==> src/rtl/sram_sample_buffer.sv <==
// ---------------------------------------------------------------------------
// sram_sample_buffer
//
// Moves 16-bit audio samples from the I2S deserializer to the serializer
// through an external SRAM that is used as a circular FIFO. Only one SRAM
// access is in flight at a time, under a 7-state sequencer. When writes and
// reads are both pending, the sequencer grants them in round-robin order.
//
// Ports
//   clk, reset            system clock; synchronous active-high reset
//   flush                 clears pointers/count; takes effect only in IDLE
//   in_data/valid/ready   sample stream from the deserializer
//   out_data/valid/ready  sample stream to the serializer
//   address, rwb,         request to the SRAM controller (rwb: 1 = read,
//   write_data            0 = write)
//   read_data             data returned by the SRAM controller
//   fill_level/full/empty words currently stored in SRAM (0..DEPTH)
//
// Configuration macro
//   SRAM_BUF_OVERWRITE_EN  If defined, a write that arrives while the buffer
//                          is full drops the oldest sample. If undefined,
//                          upstream stalls while the buffer is full.
// ---------------------------------------------------------------------------
module sram_sample_buffer #(
  parameter int ADDR_W = 18,
  parameter int DATA_W = 16,
  parameter int DEPTH  = 262144
) (
  input  logic              clk,
  input  logic              reset,
  input  logic              flush,
  input  logic [DATA_W-1:0] in_data,
  input  logic              in_valid,
  output logic              in_ready,
  output logic [DATA_W-1:0] out_data,
  output logic              out_valid,
  input  logic              out_ready,
  output logic [ADDR_W-1:0] address,
  output logic              rwb,
  output logic [DATA_W-1:0] write_data,
  input  logic [DATA_W-1:0] read_data,
  output logic [ADDR_W:0]   fill_level,
  output logic              full,
  output logic              empty
);

`ifdef SRAM_BUF_OVERWRITE_EN
  localparam logic OVERWRITE_EN = 1'b1;
`else
  localparam logic OVERWRITE_EN = 1'b0;
`endif

  localparam logic [ADDR_W:0]   FILL_MAX = (ADDR_W+1)'(DEPTH);
  localparam logic [ADDR_W-1:0] PTR_LAST = ADDR_W'(DEPTH - 1);

  typedef enum logic [2:0] {
    S_IDLE,
    S_WR_SETUP,
    S_WR_PULSE,
    S_WR_HOLD,
    S_RD_SETUP,
    S_RD_WAIT,
    S_RD_CAPTURE
  } state_e;

  state_e              state_q,      state_d;
  logic                last_rd_q,    last_rd_d;     // last grant was a read
  logic                flush_pend_q, flush_pend_d;
  logic [ADDR_W-1:0]   wr_ptr_q,     wr_ptr_d;
  logic [ADDR_W-1:0]   rd_ptr_q,     rd_ptr_d;
  logic [ADDR_W:0]     fill_q,       fill_d;
  logic [DATA_W-1:0]   ib_q,         ib_d;
  logic                ib_valid_q,   ib_valid_d;
  logic [DATA_W-1:0]   ob_q,         ob_d;
  logic                ob_valid_q,   ob_valid_d;
  logic [ADDR_W-1:0]   address_q,    address_d;
  logic                rwb_q,        rwb_d;
  logic [DATA_W-1:0]   write_data_q, write_data_d;

  logic ib_take, ob_take, wr_req, rd_req;

  // The compare-and-clear wrap also handles a DEPTH that is not a power of two.
  function automatic logic [ADDR_W-1:0] ptr_inc(input logic [ADDR_W-1:0] p);
    return (p == PTR_LAST) ? '0 : p + ADDR_W'(1);
  endfunction

  assign full       = (fill_q == FILL_MAX);
  assign empty      = (fill_q == '0);
  assign fill_level = fill_q;
  assign out_data   = ob_q;
  assign out_valid  = ob_valid_q;
  assign address    = address_q;
  assign rwb        = rwb_q;
  assign write_data = write_data_q;

  // Reset is gated in so that upstream never sees a handshake while reset is held.
  assign in_ready = !reset && !ib_valid_q && (!full || OVERWRITE_EN);
  assign ib_take  = in_valid && in_ready;
  assign ob_take  = ob_valid_q && out_ready;
  assign wr_req   = ib_valid_q;
  // A read may start while ob is being consumed: ob is empty again before the capture.
  assign rd_req   = !empty && (!ob_valid_q || ob_take);

  always_comb begin
    // NOTE: every signal written here gets a default first, so no path can infer a latch.
    state_d      = state_q;
    last_rd_d    = last_rd_q;
    flush_pend_d = flush_pend_q;
    wr_ptr_d     = wr_ptr_q;
    rd_ptr_d     = rd_ptr_q;
    fill_d       = fill_q;
    ib_d         = ib_q;
    ib_valid_d   = ib_valid_q;
    ob_d         = ob_q;
    ob_valid_d   = ob_valid_q;
    address_d    = address_q;
    write_data_d = write_data_q;
    rwb_d        = 1'b1;

    if (ob_take) ob_valid_d = 1'b0;
    if (ib_take) begin
      ib_d       = in_data;
      ib_valid_d = 1'b1;
    end
    // A flush that arrives mid-access is remembered and then applied in IDLE.
    if (flush && state_q != S_IDLE) flush_pend_d = 1'b1;

    unique case (state_q)
      S_IDLE: begin
        if (flush || flush_pend_q) begin
          flush_pend_d = 1'b0;
          wr_ptr_d     = '0;
          rd_ptr_d     = '0;
          fill_d       = '0;
          ib_valid_d   = 1'b0;
          ob_valid_d   = 1'b0;
        end else if (wr_req && (!rd_req || last_rd_q)) begin
          state_d      = S_WR_SETUP;
          address_d    = wr_ptr_q;
          write_data_d = ib_q;
          last_rd_d    = 1'b0;
        end else if (rd_req) begin
          state_d   = S_RD_SETUP;
          address_d = rd_ptr_q;
          last_rd_d = 1'b1;
        end
      end
      // rwb is registered, so it goes low during WR_PULSE only.
      S_WR_SETUP: begin
        state_d = S_WR_PULSE;
        rwb_d   = 1'b0;
      end
      S_WR_PULSE: state_d = S_WR_HOLD;
      S_WR_HOLD: begin
        state_d    = S_IDLE;
        wr_ptr_d   = ptr_inc(wr_ptr_q);
        ib_valid_d = 1'b0;
        if (OVERWRITE_EN && full) rd_ptr_d = ptr_inc(rd_ptr_q);  // drop oldest
        else                      fill_d   = fill_q + (ADDR_W+1)'(1);
      end
      S_RD_SETUP: state_d = S_RD_WAIT;
      S_RD_WAIT:  state_d = S_RD_CAPTURE;
      S_RD_CAPTURE: begin
        state_d    = S_IDLE;
        ob_d       = read_data;
        ob_valid_d = 1'b1;
        rd_ptr_d   = ptr_inc(rd_ptr_q);
        fill_d     = fill_q - (ADDR_W+1)'(1);
      end
      default: state_d = S_IDLE;
    endcase
  end

  // NOTE: sequential state uses non-blocking assignments only, so every flop samples pre-edge values.
  always_ff @(posedge clk) begin
    if (reset) begin
      state_q      <= S_IDLE;
      last_rd_q    <= 1'b1;      // write wins the first tie
      flush_pend_q <= 1'b0;
      wr_ptr_q     <= '0;
      rd_ptr_q     <= '0;
      fill_q       <= '0;
      ib_q         <= '0;
      ib_valid_q   <= 1'b0;
      ob_q         <= '0;
      ob_valid_q   <= 1'b0;
      address_q    <= '0;
      rwb_q        <= 1'b1;
      write_data_q <= '0;
    end else begin
      state_q      <= state_d;
      last_rd_q    <= last_rd_d;
      flush_pend_q <= flush_pend_d;
      wr_ptr_q     <= wr_ptr_d;
      rd_ptr_q     <= rd_ptr_d;
      fill_q       <= fill_d;
      ib_q         <= ib_d;
      ib_valid_q   <= ib_valid_d;
      ob_q         <= ob_d;
      ob_valid_q   <= ob_valid_d;
      address_q    <= address_d;
      rwb_q        <= rwb_d;
      write_data_q <= write_data_d;
    end
  end

endmodule

==> config.mk <==
export PLATFORM = sky130hd
export DESIGN_NAME = sram_sample_buffer
export DESIGN_NICKNAME = d
export VERILOG_FILES = /design/src/rtl/sram_sample_buffer.sv
export SDC_FILE = /design/constraint.sdc
export NUM_CORES = 1
export LEC_CHECK = 0
export CORE_AREA = 5 5 120 122
export CTS_BUF_LIST = sky130_fd_sc_hd__clkbuf_8
export DETAILED_ROUTE_END_ITERATION = 10
export DIE_AREA = 0 0 125 127
export HOLD_SLACK_MARGIN = 0.02
export PLACE_DENSITY = 0.8
export SLEW_MARGIN = 0
export SYNTH_ARGS = -nofsm -noshare
export SYNTH_HDL_FRONTEND = slang
export SYNTH_SLANG_ARGS = --single-unit
==> constraint.sdc <==
create_clock -name clk -period 3.7 [get_ports clk]
set_input_delay 0.74 -clock clk [delete_from_list [all_inputs] [get_ports clk]]
set_output_delay 0.74 -clock clk [all_outputs]
set_load 0.1 [all_outputs]
After elaboration in Yosys (flattened, before gate mapping)
Cells that the tools add are included.
{"block": "totals", "reg_bits": 129, "inputBits": 37, "out_inout_bits": 74, "wordCells": 84}
{"block": "classes", "addsub": 4, "n_eq_ne": 12, "muxes": 25, "bitwise_logic": 1, "n_reduce_logical": 29}
{"op": "$mux 18", "count": 5}
{"op": "$pmux 18 s2", "count": 2}
{"op": "$pmux 19 s3", "count": 1}
{"op": "$add 18x1->18 const B", "count": 2}
{"op": "$eq 18x18->1 const B", "count": 2}
{"op": "$add 19x1->19 const B", "count": 1}
{"op": "$eq 19x19->1 const B", "count": 1}
{"op": "$logic_not 19->1", "count": 1}
{"op": "$mux 19", "count": 1}
{"op": "$sub 19x1->19 const B", "count": 1}
{"op": "$pmux 3 s5", "count": 1}
{"op": "$mux 1", "count": 10}
{"op": "$eq 3x3->1 const B", "count": 3}
{"op": "$mux 3", "count": 3}
{"op": "$reduce_and 2->1", "count": 4}
{"op": "$logic_and 1x1->1", "count": 7}
{"op": "$eq 3x2->1 const B", "count": 2}
{"op": "$logic_not 1->1", "count": 6}
{"op": "$reduce_and 3->1", "count": 2}
{"op": "$reduce_bool 2->1", "count": 3}
{"op": "$reduce_bool 3->1", "count": 2}
{"op": "$ne 2x2->1 const B", "count": 2}
{"op": "$pmux 1 s2", "count": 2}
{"op": "$eq 3x1->1 const B", "count": 1}
{"op": "other kinds (4)", "count": 6}

Logic depth before layout (Yosys ltp)
Gate-level depths: netlist (run 1).
{"block": "logic_depth", "depth_word": 9, "ltp_mapped": 13, "ltp_nobuf": 10}

Worst setup path before layout (run 1)
No wires, ideal clock.
{"block": "synth_path", "kind": "register to output", "start": "register fill_q[9], in the netlist fill_level[9]", "end": "output in_ready", "arrival_time_ns": 4.126, "required_ns": 2.960, "slack_ns": -1.166, "stages_incl_launch_ff": 6, "path_cell_list": "dfxtp_1 nor4_1 nand2_1 nor2_1 and2_1 nor3_1"}
{"block": "synth_between", "elab_chain_len": 3}
{"element": "start, declared", "line": "71", "text": "logic [ADDR_W:0] fill_q, fill_d;"}
{"element": "start signal, assigned", "line": "196", "text": "fill_q <= fill_d;"}
{"element": "$eq 19x19->1", "line": "87", "text": "assign full = (fill_q == FILL_MAX);"}
{"element": "via full", "line": "43", "text": "output logic full,"}
{"element": "$logic_not 1->1", "line": "97", "text": "assign in_ready = !reset && !ib_valid_q && (!full || OVERWRITE_EN);"}
{"element": "$logic_and 1x1->1", "line": "97"}
{"element": "end, declared", "line": "34", "text": "output logic in_ready,"}
The timed path passes the listed nets, and every way through them passes these cells.

Worst setup path in the final report (run 1)
{"block": "layout_path", "start": "register fill_q[9], in the netlist fill_level[9]", "end": "output full"}
{"block": "layout_between", "elab_chain_len": 1}
{"element": "$eq 19x19->1", "line": "87"}
{"element": "end, declared", "line": "43"}
Every way passes these cells.

==> results of run 1 <==
## worst max-delay path: stages (launching register included)
cell and delay [ps]:
dfxtp_1 350, nor4_1 600, nand2_1 250, nor2_1 290, and2_1 210, buf_4 310
## Yosys cell counts, types with 9 or more instances
library cell,count,area share [%]
o21ai_0,56,4.3
nand3_1,21,1.6
ha_1,19,3.6
nor2_1,76,4.4
xnor2_1,9,1.2
dfxtp_1,129,40
a21oi_1,54,4.1
a211oi_2,11,2.1
mux2i_1,20,3.1
nand2_2,11,1.1
and3_1,9,0.86
a21oi_2,11,1.5
clkbuf_1,12,0.69
a21o_1,9,1.0
nor3_1,14,1.1
buf_2,9,0.69
nand2_1,148,8.5
## worst min path at each step
| stage | from | end | slack (ps) | cells past startpoint |
|---|---|---|---|---|
| 2_1_floorplan | ib_q[0]$_SDFFE_PP0P_ | write_data[0]$_SDFFE_PP0P_ | 430 | 2 |
| 3_3_place_gp | ib_q[4]$_SDFFE_PP0P_ | write_data[4]$_SDFFE_PP0P_ | 440 | 2 |
| 3_5_place_dp | ib_q[15]$_SDFFE_PP0P_ | write_data[15]$_SDFFE_PP0P_ | 440 | 2 |
| 4_1_cts | ib_q[13]$_SDFFE_PP0P_ | write_data[13]$_SDFFE_PP0P_ | 450 | 2 |
| 5_1_grt | ib_q[7]$_SDFFE_PP0P_ | write_data[7]$_SDFFE_PP0P_ | 470 | 2 |
| 6_report | ib_q[13]$_SDFFE_PP0P_ | write_data[13]$_SDFFE_PP0P_ | 450 | 2 |
## flip-flops by register name (all words and copies together) (netlist names), 3 cells and up
signal and count:
fill_level 19, out_data 16, state_q 3, wr_ptr_q 18, address 18, write_data 16
rd_ptr_q 18, ib_q 16
## metrics by stage
stage	total power [mW]	setup slack (ps)
finish	3.19	500
global route	3.29	291
CTS	3.20	455
detailed placement	1.81	618
global placement	1.81	674
floorplan	1.72	-319
## final cells by class
class | instances | area share [%]
Sequential cell | 129 | 31.7
Timing Repair Buffer | 119 | 14.2
Clock inverter | 11 | 2.29
Tap cell | 176 | 2.70
Inverter | 10 | 0.476
Multi-Input combinational cell | 605 | 45.3
Clock buffer | 20 | 3.38
## cell usage in the layout (no fill, tap or decap), types with 5 or more instances in the layout
master	Yosys	final
nand2_1	148	148
dfxtp_1	129	129
clkdlybuf4s50_1	0	105
nor2_1	76	76
o21ai_0	56	56
a21oi_1	54	54
nand3_1	21	21
mux2i_1	20	20
clkbuf_8	0	20
ha_1	19	19
buf_4	4	14
nor3_1	14	12
a211oi_2	11	11
nand2_2	11	11
a21oi_2	11	11
inv_1	8	10
and3_1	9	9
xnor2_1	9	9
a21o_1	9	9
a211oi_1	8	8
xor2_1	8	8
o31ai_1	8	8
a31oi_1	7	7
and2_1	6	6
nand4_1	6	6
nor4_1	5	5
o21a_1	5	5
a311oi_1	5	5
a22oi_1	5	5
bufinv_16	0	5
## cells by family after synthesis
family | count (synthesis) | share of synthesized area, %
compound gates | 217 | 23.0
flops | 129 | 39.6
simple gates | 331 | 24.2
buf+inv | 44 | 3.90
xor+xnor | 17 | 2.28
fa+ha+maj | 20 | 3.95
mux | 20 | 3.07
## power by group through the flow
stage | clock (mW) | sequential, mW | combinational [mW]
2_1_floorplan | 0 | 1.56 | 0.160
3_3_place_gp | 0 | 1.47 | 0.339
3_5_place_dp | 0 | 1.47 | 0.341
4_1_cts | 1.42 | 1.44 | 0.343
5_1_grt | 1.48 | 1.44 | 0.363
6_report | 1.41 | 1.44 | 0.343
## per-layer routing
metal	vias up	wire (um)	part of all wire [%]	global-route usage (%)
li1	2988	-	-	-
met1	2737	7570	45	26.1
met2	156	7660	46	33.8
met3	37	1000	6.0	6.30
met4	0	454	2.7	7.97
met5	-	0	0	0
==> run metrics, run 1 <==
vias in the first global route 5655; flops & latches, synth 129; status completed; routed len/inst 15.6 um; share of power burned in registers 45.2%; final weighted congestion in routability-driven placement 0.915; chip width 125 um; first-pass GRT wire length 27300 um; HPWL after DPL 11600 um; P&R area growth vs syn 25.0%; worst-path maximum fanout 4; sw power 813 uW; Max Buffers Root-to-Sink 2; Worst Setup SP fill_level[9]$_SDFFE_PP0P_; fin cells 1070; capture point of the worst reg-to-reg path fill_level[15]$_SDFFE_PP0P_; Worst Hold Class reg2reg; Gate power share 10.8%; Clock Sinks 129; internal power 2.38 mW; Clk pin slew, worst setup/hold paths 80 ps; First-pass DRT Iterations 5; crit path time final 3200 ps; Synth warnings 0; Fin. Hold Viols 0; Max Slew Vio Count 0; total CTS buffers 17; port bufs 110; Post-DRT Antenna Nets 0; Worst R2R Path Depth 10; vias per cell 5.53; Rel. slew slack 31.6%; CP Class reg2out; Placed Cells 1039; Multi-input gate area 3690 um2; row cnt 42; root buffer cell clkbuf_8; endpoint class of the critical path output port; Clock power frac 44.1%; Diodes inserted 0; LEAKAGE 2.89 nW; Placed Area 7690 um2; Mapped Cells 778; clk_lat worst skew 450 ps; WL final 16700 um; register area share after synthesis 39.6%; crit path capture full; die area 15900 um2; share of the core filled with cells 62.3%; clock skew 12.3 ps; Post-synth EDFFs 0; fin crit share 86.5%; WP data arrival 2460 ps; pin count of the biggest net entering global routing 46; post-CTS setup buffer count 0; Post-synth ARST share 0%; Resized cells post-CTS 0; setup slack, reg-to-reg 580 ps; layout cells sized above 1 11.5%; Layout Nets 939; R2R Path Start state_q[1]$_SDFFE_PP0P_; fmax 312 MHz; setup TNS 0 ps; Storage cell area 2580 um2; DRT iter0 DRCs 413; Initial Util 49.8%; IO Count 111; synthesized cell area 6520 um2; Filler cells 1133; total grt overflow 0; Cell Pwr Density 391 nW/um2; final instance area 8150 um2; H-tree depth 4; Max VDD drop 226 uV; DR DRC count 0; final hold slack 453 ps; switching share of power 25.5%; total track usage 20.8%; CTS tree done; RSZ-0062 raised after global routing false; Worst Tran Pin Value 1020 ps; Final setup viols 0; die height 127 um; syn_nets 835; Avg Cell Area, Syn 8.38 um2; max cap viols 0; post-synthesis cell type count 76; total number of vias 5918; ys flop type dfxtp_1; Critical Path Start Type flip-flop; antenna violations before repair 0; core area 13100 um2; CP required 2960 ps; CTS Hold Bufs 0
Note: power is estimated with default switching activity, not from simulation.
==> run 2: changes to the inputs <==
- CORE_AREA: 5 5 120 122 -> 3 3 118 120
- DIE_AREA: 0 0 125 127 -> 0 0 121 123
==> run 2 against run 1 <==
Against the previous run: routed wire length fell by 3.1%; flip-flop and latch count did not move; final cell count rose by 0.28%; core utilization fell by 0.53 points; setup slack improved by 33 ps; fmax rose by 1.0%; clock skew fell by 1.1 ps; combinational power barely moved; non-clock buffer count rose by 3; sequential share of layout area rose by 0.27 points; critical endpoint is now fill_level[15]$_SDFFE_PP0P_; largest cell class unchanged; largest power group unchanged; highest routed layer unchanged.
==> run metrics, run 2 (synthesis results as in run 1) <==
status completed; Layout Nets 942 (+0.32%); fmax 316 MHz (+1.0%); routed len/inst 15.1 um (-3.4%); Clk pin slew, worst setup/hold paths 80 ps (about the same); Resized cells post-CTS 0 (unchanged); total track usage 22.1% (+1.3 points); fin cells 1073 (+0.28%); CP required 4040 ps (+1080 ps); chip width 121 um (-3.2%); WP data arrival 3510 ps (+1050 ps); vias in the first global route 5416 (-4.2%); worst-path maximum fanout 18 (+14); pin count of the biggest net entering global routing 41 (-11%); Initial Util 49.8% (unchanged); final instance area 8080 um2 (-0.84%); DR DRC count 0 (unchanged); Placed Area 7710 um2 (+0.29%); setup slack, reg-to-reg 530 ps (-50 ps); die height 123 um (-3.1%); port bufs 110 (unchanged); die area 14900 um2 (-6.2%); R2R Path Start state_q[2]$_SDFFE_PP0P_; CTS Hold Bufs 0 (unchanged); fin crit share 85.6% (-0.88 points); RSZ-0062 raised after global routing false; Max VDD drop 307 uV (+36%); Worst Hold Class reg2reg; clock skew 11.2 ps (-1.11 ps); HP Start ib_q[12]$_SDFFE_PP0P_; WHS Endpoint write_data[12]$_SDFFE_PP0P_; First-pass DRT Iterations 5 (unchanged); Diodes inserted 0 (unchanged); total number of vias 5876 (-0.71%); Post-DRT Antenna Nets 0 (unchanged); row cnt 42 (unchanged); final weighted congestion in routability-driven placement 0.892 (-2.6%); Placed Cells 1042 (+0.29%); first-pass GRT wire length 26400 um (-3.3%); Worst Setup SP state_q[2]$_SDFFE_PP0P_; P&R area growth vs syn 24.0%; post-CTS setup buffer count 0 (unchanged); total grt overflow 0 (unchanged); core area 13100 um2 (unchanged); Max Buffers Root-to-Sink 2 (unchanged); Cell Pwr Density 362 nW/um2 (-7.5%); H-tree depth 4 (unchanged); Worst Tran Pin Value 1000 ps (-19.6 ps); vias per cell 5.48 (-0.99%); share of the core filled with cells 61.8% (-0.53 points); endpoint class of the critical path flip-flop; Rel. slew slack 33.0% (+1.3 points); LEAKAGE 2.86 nW (-1.0%); max reg flops 19 (unchanged); Min-Delay Path Depth 2 (unchanged); Final setup viols 0 (unchanged); DRT iter0 DRCs 408 (-1.2%); commonest non-fill, non-tap cells in the layout nand2_1 (148), dfxtp_1 (129), clkdlybuf4s50_1 (105), nor2_1 (76), o21ai_0 (56); HPWL after DPL 11400 um (-1.5%); Clock Sinks 129 (unchanged); root buffer cell clkbuf_8; leading cell type in the layout, fill and taps excluded nand2_1; CP Class reg2reg; Worst R2R Path Depth 10 (unchanged); WL final 16200 um (-3.1%); Max Slew Vio Count 0 (unchanged); capture point of the worst reg-to-reg path fill_level[15]$_SDFFE_PP0P_; CTS tree done; total CTS buffers 17 (unchanged); crit path time final 3170 ps (-32.5 ps); antenna violations before repair 0 (unchanged); max cap viols 0 (unchanged); IO Count 111 (unchanged); clk_lat worst skew 440 ps (about the same); Critical Path Start Type flip-flop; layout cells sized above 1 11.8% (+0.30 points); Filler cells 1135 (+0.18%); Fin. Hold Viols 0 (unchanged)
[run 2: metrics by stage]
stage	setup slack, ps	setup TNS (ps)	hold WS [ps]	power [mW]
2_1_floorplan	-319	-319	432	1.72
3_3_place_gp	639	0	439	1.81
3_5_place_dp	554	0	443	1.82
4_1_cts	469	0	453	2.95
5_1_grt	314	0	467	3.04
6_report	532	0	452	2.92
[run 2: metal layers]
metal	track usage (%)	wire (um)	vias up
li1	-	-	2994
met1	29.0	7380	2705
met2	34.2	7580	147
met3	7.14	887	30
met4	7.93	333	0
met5	0	0	-
[run 2: power breakdown]
part	switching [mW]	total [mW]	internal (mW)
sequential	0.0192	1.44	1.42
clock	0.540	1.14	0.599
combinational	0.236	0.346	0.110
[run 2: critical path, stage by stage, from the launching register on]
cell	delay, ps
dfxtp_1	570
nand2_2	140
or2_0	260
clkinv_2	210
buf_4	280
ha_1	320
a31oi_1	340
a211o_1	260
a21oi_1	110
or3_1	320
a32o_1	240
[run 2: how the worst max path moves through the flow]
stage | end | slack [ps] | cells past startpoint
2_1_floorplan | in_ready | -320 | 5
3_3_place_gp | fill_level[15]$_SDFFE_PP0P_ | 640 | 10
3_5_place_dp | fill_level[15]$_SDFFE_PP0P_ | 550 | 10
4_1_cts | full | 470 | 5
5_1_grt | fill_level[16]$_SDFFE_PP0P_ | 310 | 11
6_report | fill_level[15]$_SDFFE_PP0P_ | 530 | 10
[run 2: layout make-up]
cell class / instances / area, um2 / area share [%]
inverters: 10 / 38.8 / 0.480
flip-flops and latches: 129 / 2580 / 31.9
clock inverters: 13 / 123 / 1.52
clock buffers: 18 / 248 / 3.06
repair buffers: 122 / 1180 / 14.6
well taps: 176 / 220 / 2.72
multi-input cells: 605 / 3690 / 45.7
